### config.mk
export PLATFORM = sky130hd
export DESIGN_NAME = mc_control_unit
export DESIGN_NICKNAME = d
export VERILOG_FILES = /design/src/rtl/mc_control_unit.sv
export SDC_FILE = /design/constraint.sdc
export NUM_CORES = 1
export LEC_CHECK = 0
export CAP_MARGIN = 25
export CORE_ASPECT_RATIO = 0.6
export CORE_MARGIN = 2
export CORE_UTILIZATION = 42
export DETAILED_ROUTE_END_ITERATION = 16
export GPL_ROUTABILITY_DRIVEN = 0
export PLACE_DENSITY = 0.8
export SYNTH_ARGS = -nofsm -noshare
export SYNTH_HDL_FRONTEND = slang
export SYNTH_SLANG_ARGS = --single-unit
### constraint.sdc
create_clock -name Clk -period 2.35 [get_ports Clk]
set_input_delay 0.5875 -clock Clk [delete_from_list [all_inputs] [get_ports Clk]]
set_output_delay 0.5875 -clock Clk [all_outputs]
set_load 0.01 [all_outputs]
### src/rtl/mc_control_unit.sv
// Multicycle control FSM for the SPU core: sequences fetch through writeback,
// drives the datapath enables and ALUctr, and raises overflow/illegal traps.
module mc_control_unit #(
   parameter int STATE_W = 4
) (
   input  logic               Clk,
   input  logic               Reset,
   input  logic [5:0]         Op,
   input  logic [5:0]         Funct,
   input  logic               Zero,
   input  logic               Overfl,
   input  logic               MemAck,
   output logic               MemReq,
   output logic               MemRead,
   output logic               MemWrite,
   output logic               IorD,
   output logic               IRWrite,
   output logic               PCWrite,
   output logic [1:0]         PCSource,
   output logic               ALUSrcA,
   output logic [1:0]         ALUSrcB,
   output logic               ExtOp,
   output logic [3:0]         ALUctr,
   output logic               RegWrite,
   output logic               RegDst,
   output logic               MemtoReg,
   output logic               Trap,
   output logic [1:0]         TrapCause,
   output logic [STATE_W-1:0] State
);

   typedef enum logic [3:0] {
      S_FETCH  = 4'd0,
      S_DECODE = 4'd1,
      S_EXEC_R = 4'd2,
      S_EXEC_I = 4'd3,
      S_WB_R   = 4'd4,
      S_WB_I   = 4'd5,
      S_ADDR   = 4'd6,
      S_MEM_RD = 4'd7,
      S_MEM_WR = 4'd8,
      S_WB_MEM = 4'd9,
      S_BRANCH = 4'd10,
      S_JUMP   = 4'd11,
      S_TRAP   = 4'd12
   } state_t;

   localparam logic [5:0] OP_RTYPE = 6'b000000;
   localparam logic [5:0] OP_LW    = 6'b100011;
   localparam logic [5:0] OP_SW    = 6'b101011;
   localparam logic [5:0] OP_BEQ   = 6'b000100;
   localparam logic [5:0] OP_BNE   = 6'b000101;
   localparam logic [5:0] OP_J     = 6'b000010;

   state_t     state;
   state_t     nxt;
   logic [1:0] cause;
   logic [1:0] nxt_cause;
   logic       funct_ok;
   logic       is_imm;
   logic [3:0] imm_ctr;

   // Legal R-type: the 1000xx/1001xx arithmetic-logic block plus slt/sltu.
   assign funct_ok = (Funct[5:3] == 3'b100) ||
                     (Funct == 6'b101010) ||
                     (Funct == 6'b101011);
   assign is_imm   = (Op[5:3] == 3'b001) && (Op[2:0] != 3'b111);

   always_comb begin
      imm_ctr = 4'b0001;
      case (Op[2:0])
         3'b000:  imm_ctr = 4'b0000;
         3'b001:  imm_ctr = 4'b0001;
         3'b010:  imm_ctr = 4'b1010;
         3'b011:  imm_ctr = 4'b1011;
         3'b100:  imm_ctr = 4'b0100;
         3'b101:  imm_ctr = 4'b0101;
         3'b110:  imm_ctr = 4'b0110;
         default: imm_ctr = 4'b0001;
      endcase
   end

   always_comb begin
      MemReq    = 1'b0;
      MemRead   = 1'b0;
      MemWrite  = 1'b0;
      IorD      = 1'b0;
      IRWrite   = 1'b0;
      PCWrite   = 1'b0;
      PCSource  = 2'b00;
      ALUSrcA   = 1'b0;
      ALUSrcB   = 2'b00;
      ExtOp     = 1'b0;
      ALUctr    = 4'b0000;
      RegWrite  = 1'b0;
      RegDst    = 1'b0;
      MemtoReg  = 1'b0;
      Trap      = 1'b0;
      nxt       = state;
      nxt_cause = cause;
      // Reset forces every output low, including an in-flight MemReq.
      if (!Reset) begin
         case (state)
            S_FETCH: begin
               MemReq  = 1'b1;
               MemRead = 1'b1;
               if (MemAck) begin
                  IRWrite = 1'b1;
                  PCWrite = 1'b1;
                  ALUSrcB = 2'b01;
                  ALUctr  = 4'b0001;
                  nxt     = S_DECODE;
               end
            end
            S_DECODE: begin
               ALUSrcB = 2'b11;
               ExtOp   = 1'b1;
               ALUctr  = 4'b0001;
               if (Op == OP_RTYPE && funct_ok) begin
                  nxt = S_EXEC_R;
               end else if (Op == OP_LW || Op == OP_SW) begin
                  nxt = S_ADDR;
               end else if (Op == OP_BEQ || Op == OP_BNE) begin
                  nxt = S_BRANCH;
               end else if (Op == OP_J) begin
                  nxt = S_JUMP;
               end else if (is_imm) begin
                  nxt = S_EXEC_I;
               end else begin
                  nxt       = S_TRAP;
                  nxt_cause = 2'b10;
               end
            end
            S_EXEC_R: begin
               ALUSrcA = 1'b1;
               ALUctr  = Funct[3:0];
               if (Overfl && (Funct[3:0] == 4'b0000 ||
                              Funct[3:0] == 4'b0010)) begin
                  nxt       = S_TRAP;
                  nxt_cause = 2'b01;
               end else begin
                  nxt = S_WB_R;
               end
            end
            S_EXEC_I: begin
               ALUSrcA = 1'b1;
               ALUSrcB = 2'b10;
               ExtOp   = ~Op[2];
               ALUctr  = imm_ctr;
               if (Overfl && Op[2:0] == 3'b000) begin
                  nxt       = S_TRAP;
                  nxt_cause = 2'b01;
               end else begin
                  nxt = S_WB_I;
               end
            end
            S_WB_R: begin
               RegWrite = 1'b1;
               RegDst   = 1'b1;
               nxt      = S_FETCH;
            end
            S_WB_I: begin
               RegWrite = 1'b1;
               nxt      = S_FETCH;
            end
            S_ADDR: begin
               ALUSrcA = 1'b1;
               ALUSrcB = 2'b10;
               ExtOp   = 1'b1;
               ALUctr  = 4'b0001;
               nxt     = (Op == OP_LW) ? S_MEM_RD : S_MEM_WR;
            end
            S_MEM_RD: begin
               MemReq  = 1'b1;
               MemRead = 1'b1;
               IorD    = 1'b1;
               if (MemAck) nxt = S_WB_MEM;
            end
            S_MEM_WR: begin
               MemReq   = 1'b1;
               MemWrite = 1'b1;
               IorD     = 1'b1;
               if (MemAck) nxt = S_FETCH;
            end
            S_WB_MEM: begin
               RegWrite = 1'b1;
               MemtoReg = 1'b1;
               nxt      = S_FETCH;
            end
            S_BRANCH: begin
               ALUSrcA  = 1'b1;
               ALUctr   = 4'b0011;
               PCSource = 2'b01;
               PCWrite  = (Op == OP_BEQ) ? Zero : ~Zero;
               nxt      = S_FETCH;
            end
            S_JUMP: begin
               PCWrite  = 1'b1;
               PCSource = 2'b10;
               nxt      = S_FETCH;
            end
            S_TRAP: begin
               Trap     = 1'b1;
               PCWrite  = 1'b1;
               PCSource = 2'b11;
               nxt      = S_FETCH;
            end
            default: nxt = S_FETCH;
         endcase
      end
   end

   always_ff @(posedge Clk) begin
      if (Reset) begin
         state <= S_FETCH;
         cause <= 2'b00;
      end else begin
         state <= nxt;
         cause <= nxt_cause;
      end
   end

   assign TrapCause = Reset ? 2'b00 : cause;
   assign State     = Reset ? '0 : STATE_W'(state);

endmodule

## Word-level counts from Yosys, hierarchy flattened

Cells that the tools add are included.

- Input port bits: 17
- Logic and storage cells: 123
- Register bits after elaboration: 6
- Output and inout port bits: 26

- Reductions and logical operators: 24
- Eq/ne operators: 38
- Bitwise logic cells: 2
- Multiplexer cells: 57

Operator list:

| kind | count |
|---|---|
| 4-bit 2-to-1 mux | 13 |
| 4-bit one-hot mux with 7 select lines | 1 |
| 1-bit 2-to-1 mux | 26 |
| 6-bit equality test (second input constant) | 4 |
| 4-bit one-hot mux with 6 select lines | 1 |
| 4-bit equality test (second input constant) | 5 |
| 2-bit 2-to-1 mux | 10 |
| 2-bit != test (second input constant) | 10 |
| 4-bit one-hot mux with 5 select lines | 1 |
| 2-bit one-hot mux with 3 select lines | 3 |
| 4-bit by 3-bit equality test with 1-bit output (second input constant) | 4 |
| 3-bit equality test (second input constant) | 4 |
| 4-bit by 2-bit equality test with 1-bit output (second input constant) | 3 |
| 6-bit by 3-bit equality test with 1-bit output (second input constant) | 2 |
| 2-bit OR reduction | 5 |
| 4-bit logical NOT | 2 |
| 8-bit AND reduction | 1 |
| 3-bit by 2-bit equality test with 1-bit output (second input constant) | 2 |
| 6-bit by 2-bit equality test with 1-bit output (second input constant) | 1 |
| 6-bit logical NOT | 1 |
| 3-bit OR reduction | 2 |
| 1-bit logical OR | 5 |
| 4-bit by 1-bit equality test with 1-bit output (second input constant) | 1 |
| 1-bit logical AND | 4 |
| other kinds (9) | 10 |

## Longest topological paths before layout

- Depth in word-level cells: 8
- Mapped depth: 7
- Mapped depth without buffers: 5

## Least setup slack after synthesis

Ideal clock, no wire load.

- Path kind: input to output
- Start: input Op[1]
- End: output PCWrite
- Slack: 0.093 ns
- Required time: 1.762 ns
- Buffers on the path: 1
- Data arrival time: 1.669 ns
- Cell stages on the path: 6
- Cell sequence: clkbuf_1 -> nor3_1 -> nand3_1 -> xor2_1 -> nand3_1 -> a221oi_1

- Cells in the longest elaborated chain, start to end: 4

Ends and longest elaborated chain:

| item | line | text |
|---|---|---|
| from (decl) | 8 | `input logic [5:0] Op,` |
| 6-bit by 3-bit equality test with 1-bit output | 194 | `PCWrite = (Op == OP_BEQ) ? Zero : ~Zero;` |
| 1-bit 2-to-1 mux | 194 |  |
| 1-bit one-hot mux with 3 select lines | 103 | `case (state)` |
| 1-bit 2-to-1 mux | 102 | `if (!Reset) begin` |
| to (decl) | 18 | `output logic PCWrite,` |

No other way between the ends.

## Worst setup path after layout

- Start: input Funct[3]
- End: output ALUctr[3]

- Cells in the longest elaborated chain, start to end: 2

Ends and longest elaborated chain:

| item | line | text |
|---|---|---|
| from (decl) | 9 | `input logic [5:0] Funct,` |
| 4-bit one-hot mux with 5 select lines | 103 |  |
| 4-bit 2-to-1 mux | 102 |  |
| to (decl) | 23 | `output logic [3:0] ALUctr,` |

No other way between the ends.

==> impl_metrics.env <==
export IMPL_outcome="finished, violations left"
export IMPL_violations="negative setup slack"
export IMPL_area_delta_synth_final_pct=93.3
export IMPL_fillers=128
export IMPL_worstSkewPairLatency_ps=230
export IMPL_finalSetupTns_ps=-102
export IMPL_end_kind="primary output"
export IMPL_arrival_ps=1820
export IMPL_first_pass_iters=7
export IMPL_fin_crit_ps=2410
export IMPL_fin_skew_ps=4.89
export IMPL_drtIter0Drc=371
export IMPL_syn_nets=171
export IMPL_asyncSetResetFlopFracSynth_pct=0
export IMPL_grt_pass1_vias=1580
export IMPL_ios=43
export IMPL_hpwl_um=3350
export IMPL_start_util_pct=45.1
export IMPL_max_cap_violations=0
export IMPL_worstMarginPinSlew_ps=401
export IMPL_p_switching_w=0.000612
export IMPL_syn_inst=154
export IMPL_rows=13
export IMPL_die_area_um2=2770
export IMPL_cts_max_path_buffers=2
export IMPL_leakage_nw=0.935
export IMPL_yosysSeqAreaShare_pct=12.1
export IMPL_finalCritPeriodShare_pct=103
export IMPL_ys_types=45
export IMPL_htreeDepth=1
export IMPL_power_density_nw_per_um2=693
export IMPL_clkTransAtPathRegs_ps=40
export IMPL_critPathRequiredTime_ps=1760
export IMPL_hold_viol=0
export IMPL_p_int_w=0.000714
export IMPL_n_antenna_cell=0
export IMPL_grt_antenna_before_repair=0
export IMPL_vias_per_cell=6.58
export IMPL_vdd_drop_max_mv=0.437
export IMPL_ant_nets=0
export IMPL_cts_tree="yes"
export IMPL_hp_class="flip-flop to flip-flop"
export IMPL_r2r_cells=7
export IMPL_cts_buffers_inserted=3
export IMPL_drive_above_1_share_pct=41.0
export IMPL_wirelength_um=5760
export IMPL_critPathMaxFanout=2
export IMPL_start_kind="primary input"
export IMPL_rsz0062_at_grt="true"
export IMPL_setup_viol=2
export IMPL_endpoint="ALUctr[3]"
export IMPL_ff_latch_area_um2=121
export IMPL_die_y_um=41.6
export IMPL_via_count=1804
export IMPL_r2r_setup_slack_ps=220
export IMPL_p_seq_share_pct=11.9
export IMPL_ys_warnings_count=0
export IMPL_clock_power_share_pct=12.9
export IMPL_fp_dieW_um=66.7
export IMPL_drc_errors=0
export IMPL_sw_frac_of_total_pct=46.2
export IMPL_synth_area_um2=990
export IMPL_avgRoutedWirePerCell_um=21.0
export IMPL_pre_cts_slack_ps=-818
export IMPL_worstSetupPathType="primary input to primary output"
export IMPL_worst_slack_ps=-59.9
export IMPL_avgSynthCellArea_um2=6.43
export IMPL_synth_edff_count=0
export IMPL_grt_max_degree=12
export IMPL_worstSetupStartpoint="Funct[3]"
export IMPL_r2r_start="state[0]"
export IMPL_grt_overflow=0
export IMPL_fmax_ghz=0.415
export IMPL_yosys_most_used_dff="dfxtp_1"
export IMPL_slew_headroom_pct=73.0
export IMPL_slew_violations=0
export IMPL_core_area_um2=2200
export IMPL_synth_seq_cells=6
export IMPL_port_buffers=42
export IMPL_reg2reg_to="cause[1]"
export IMPL_nNetsFinal=263
export IMPL_grt_use_total_pct=37.3
export IMPL_cts_root_buffer="clkbuf_8"
export IMPL_grt_pass1_wl_um=7850
export IMPL_clock_sink_count=6
export IMPL_multi_input_area_um2=880
export IMPL_pwr_share_comb_pct=75.3
worst max-delay path, stage by stage:
cell             delay [ps]
clkdlybuf4s50_1         500
inv_1                    80
o21ai_0                 220
nor2b_1                 190
clkdlybuf4s15_2         250
registers in the layout (all words and copies together), names as in the netlist:
register / flops
cause: 2
state: 4
synthesized netlist by cell type (all sizes together) (6+ instances only):
library cell  count  area (um2)
inv               9        33.8
nand2            11        41.3
dfxtp             6         120
nand2b            8        50.1
nor2b             7        43.8
nand3             8        40.0
nor3              9        55.1
o21ai            10        50.0
a21oi            12        60.1
buf               8        45.0
nor2             21        78.8
power by group through the flow:
stage               Clock [W]  Sequential (W)  Combinational [W]
floorplan                   0        0.000141           0.000471
global placement            0        0.000151           0.000876
detailed placement          0        0.000154           0.000905
CTS                  0.000162        0.000153           0.000901
global route         0.000177        0.000160            0.00105
finish               0.000170        0.000158           0.000998
timing repair:
action,CTS,global route
resized for setup,78,24
pin swaps,8,5
cloned,1,0
hold buffers,0,0
setup buffers,4,1
setup endpoints to repair,27,10
layer usage:
metal | vias up | wire length (um) | share of wire (%) | global-route usage (%)
li1 | 742 | - | - | -
met1 | 763 | 2000 | 35 | 46.3
met2 | 212 | 2440 | 42 | 61.0
met3 | 87 | 776 | 13 | 8.94
met4 | 0 | 543 | 9.4 | 16.7
met5 | - | 0 | 0 | 0
cells by family after synthesis:
kind of cell | share of synthesized area [%]
muxes | 3.54
buffers and inverters | 9.48
DFF | 12.1
and+or+nand+nor | 45.1
AOI/OAI and AO/OA | 28.8
xor gates and xnor gates | 0.885
layout by cell type (no fill, tap or decap), types with 7 or more instances in the layout:
cell type / Yosys / final
nor2b_1: 7 / 7
o21ai_0: 9 / 9
dlygate4sd2_1: 0 / 16
nand2b_1: 8 / 7
clkdlybuf4s50_1: 0 / 7
buf_2: 6 / 8
a21oi_1: 12 / 10
buf_4: 0 / 53
nand2_1: 11 / 11
nor2_1: 21 / 20
inv_1: 9 / 8
worst min-delay path by stage:
stage	end	slack [ps]	cells past startpoint	startpoint
2_1_floorplan	cause[0]	460	2	cause[0]
3_3_place_gp	cause[0]	560	3	cause[0]
3_5_place_dp	cause[0]	590	3	cause[0]
4_1_cts	cause[0]	600	3	cause[0]
5_1_grt	cause[0]	630	3	cause[0]
6_report	cause[0]	590	3	cause[0]
layout make-up:
type	instances	share of cell area, %
clock buffers	3	2.16
flip-flops and latches	6	6.34
well taps	30	1.96
inverters	9	1.77
repair buffers	99	41.8
multi-input cells	127	46.0
through the flow:
| step | util, % | std cells | power [W] | hold WS [ps] | instance area [um2] |
|---|---|---|---|---|---|
| finish | 87.1 | 274 | 0.00133 | 595 | 1910 |
| global route | 87.1 | 274 | 0.00139 | 634 | 1910 |
| CTS | 84.6 | 273 | 0.00122 | 596 | 1860 |
| detailed placement | 81.2 | 265 | 0.00106 | 585 | 1780 |
| global placement | 81.2 | 265 | 0.00103 | 565 | 1780 |
| floorplan | - | 154 | 0.000612 | 462 | 990 |
Power figures use the tool's default switching activity.
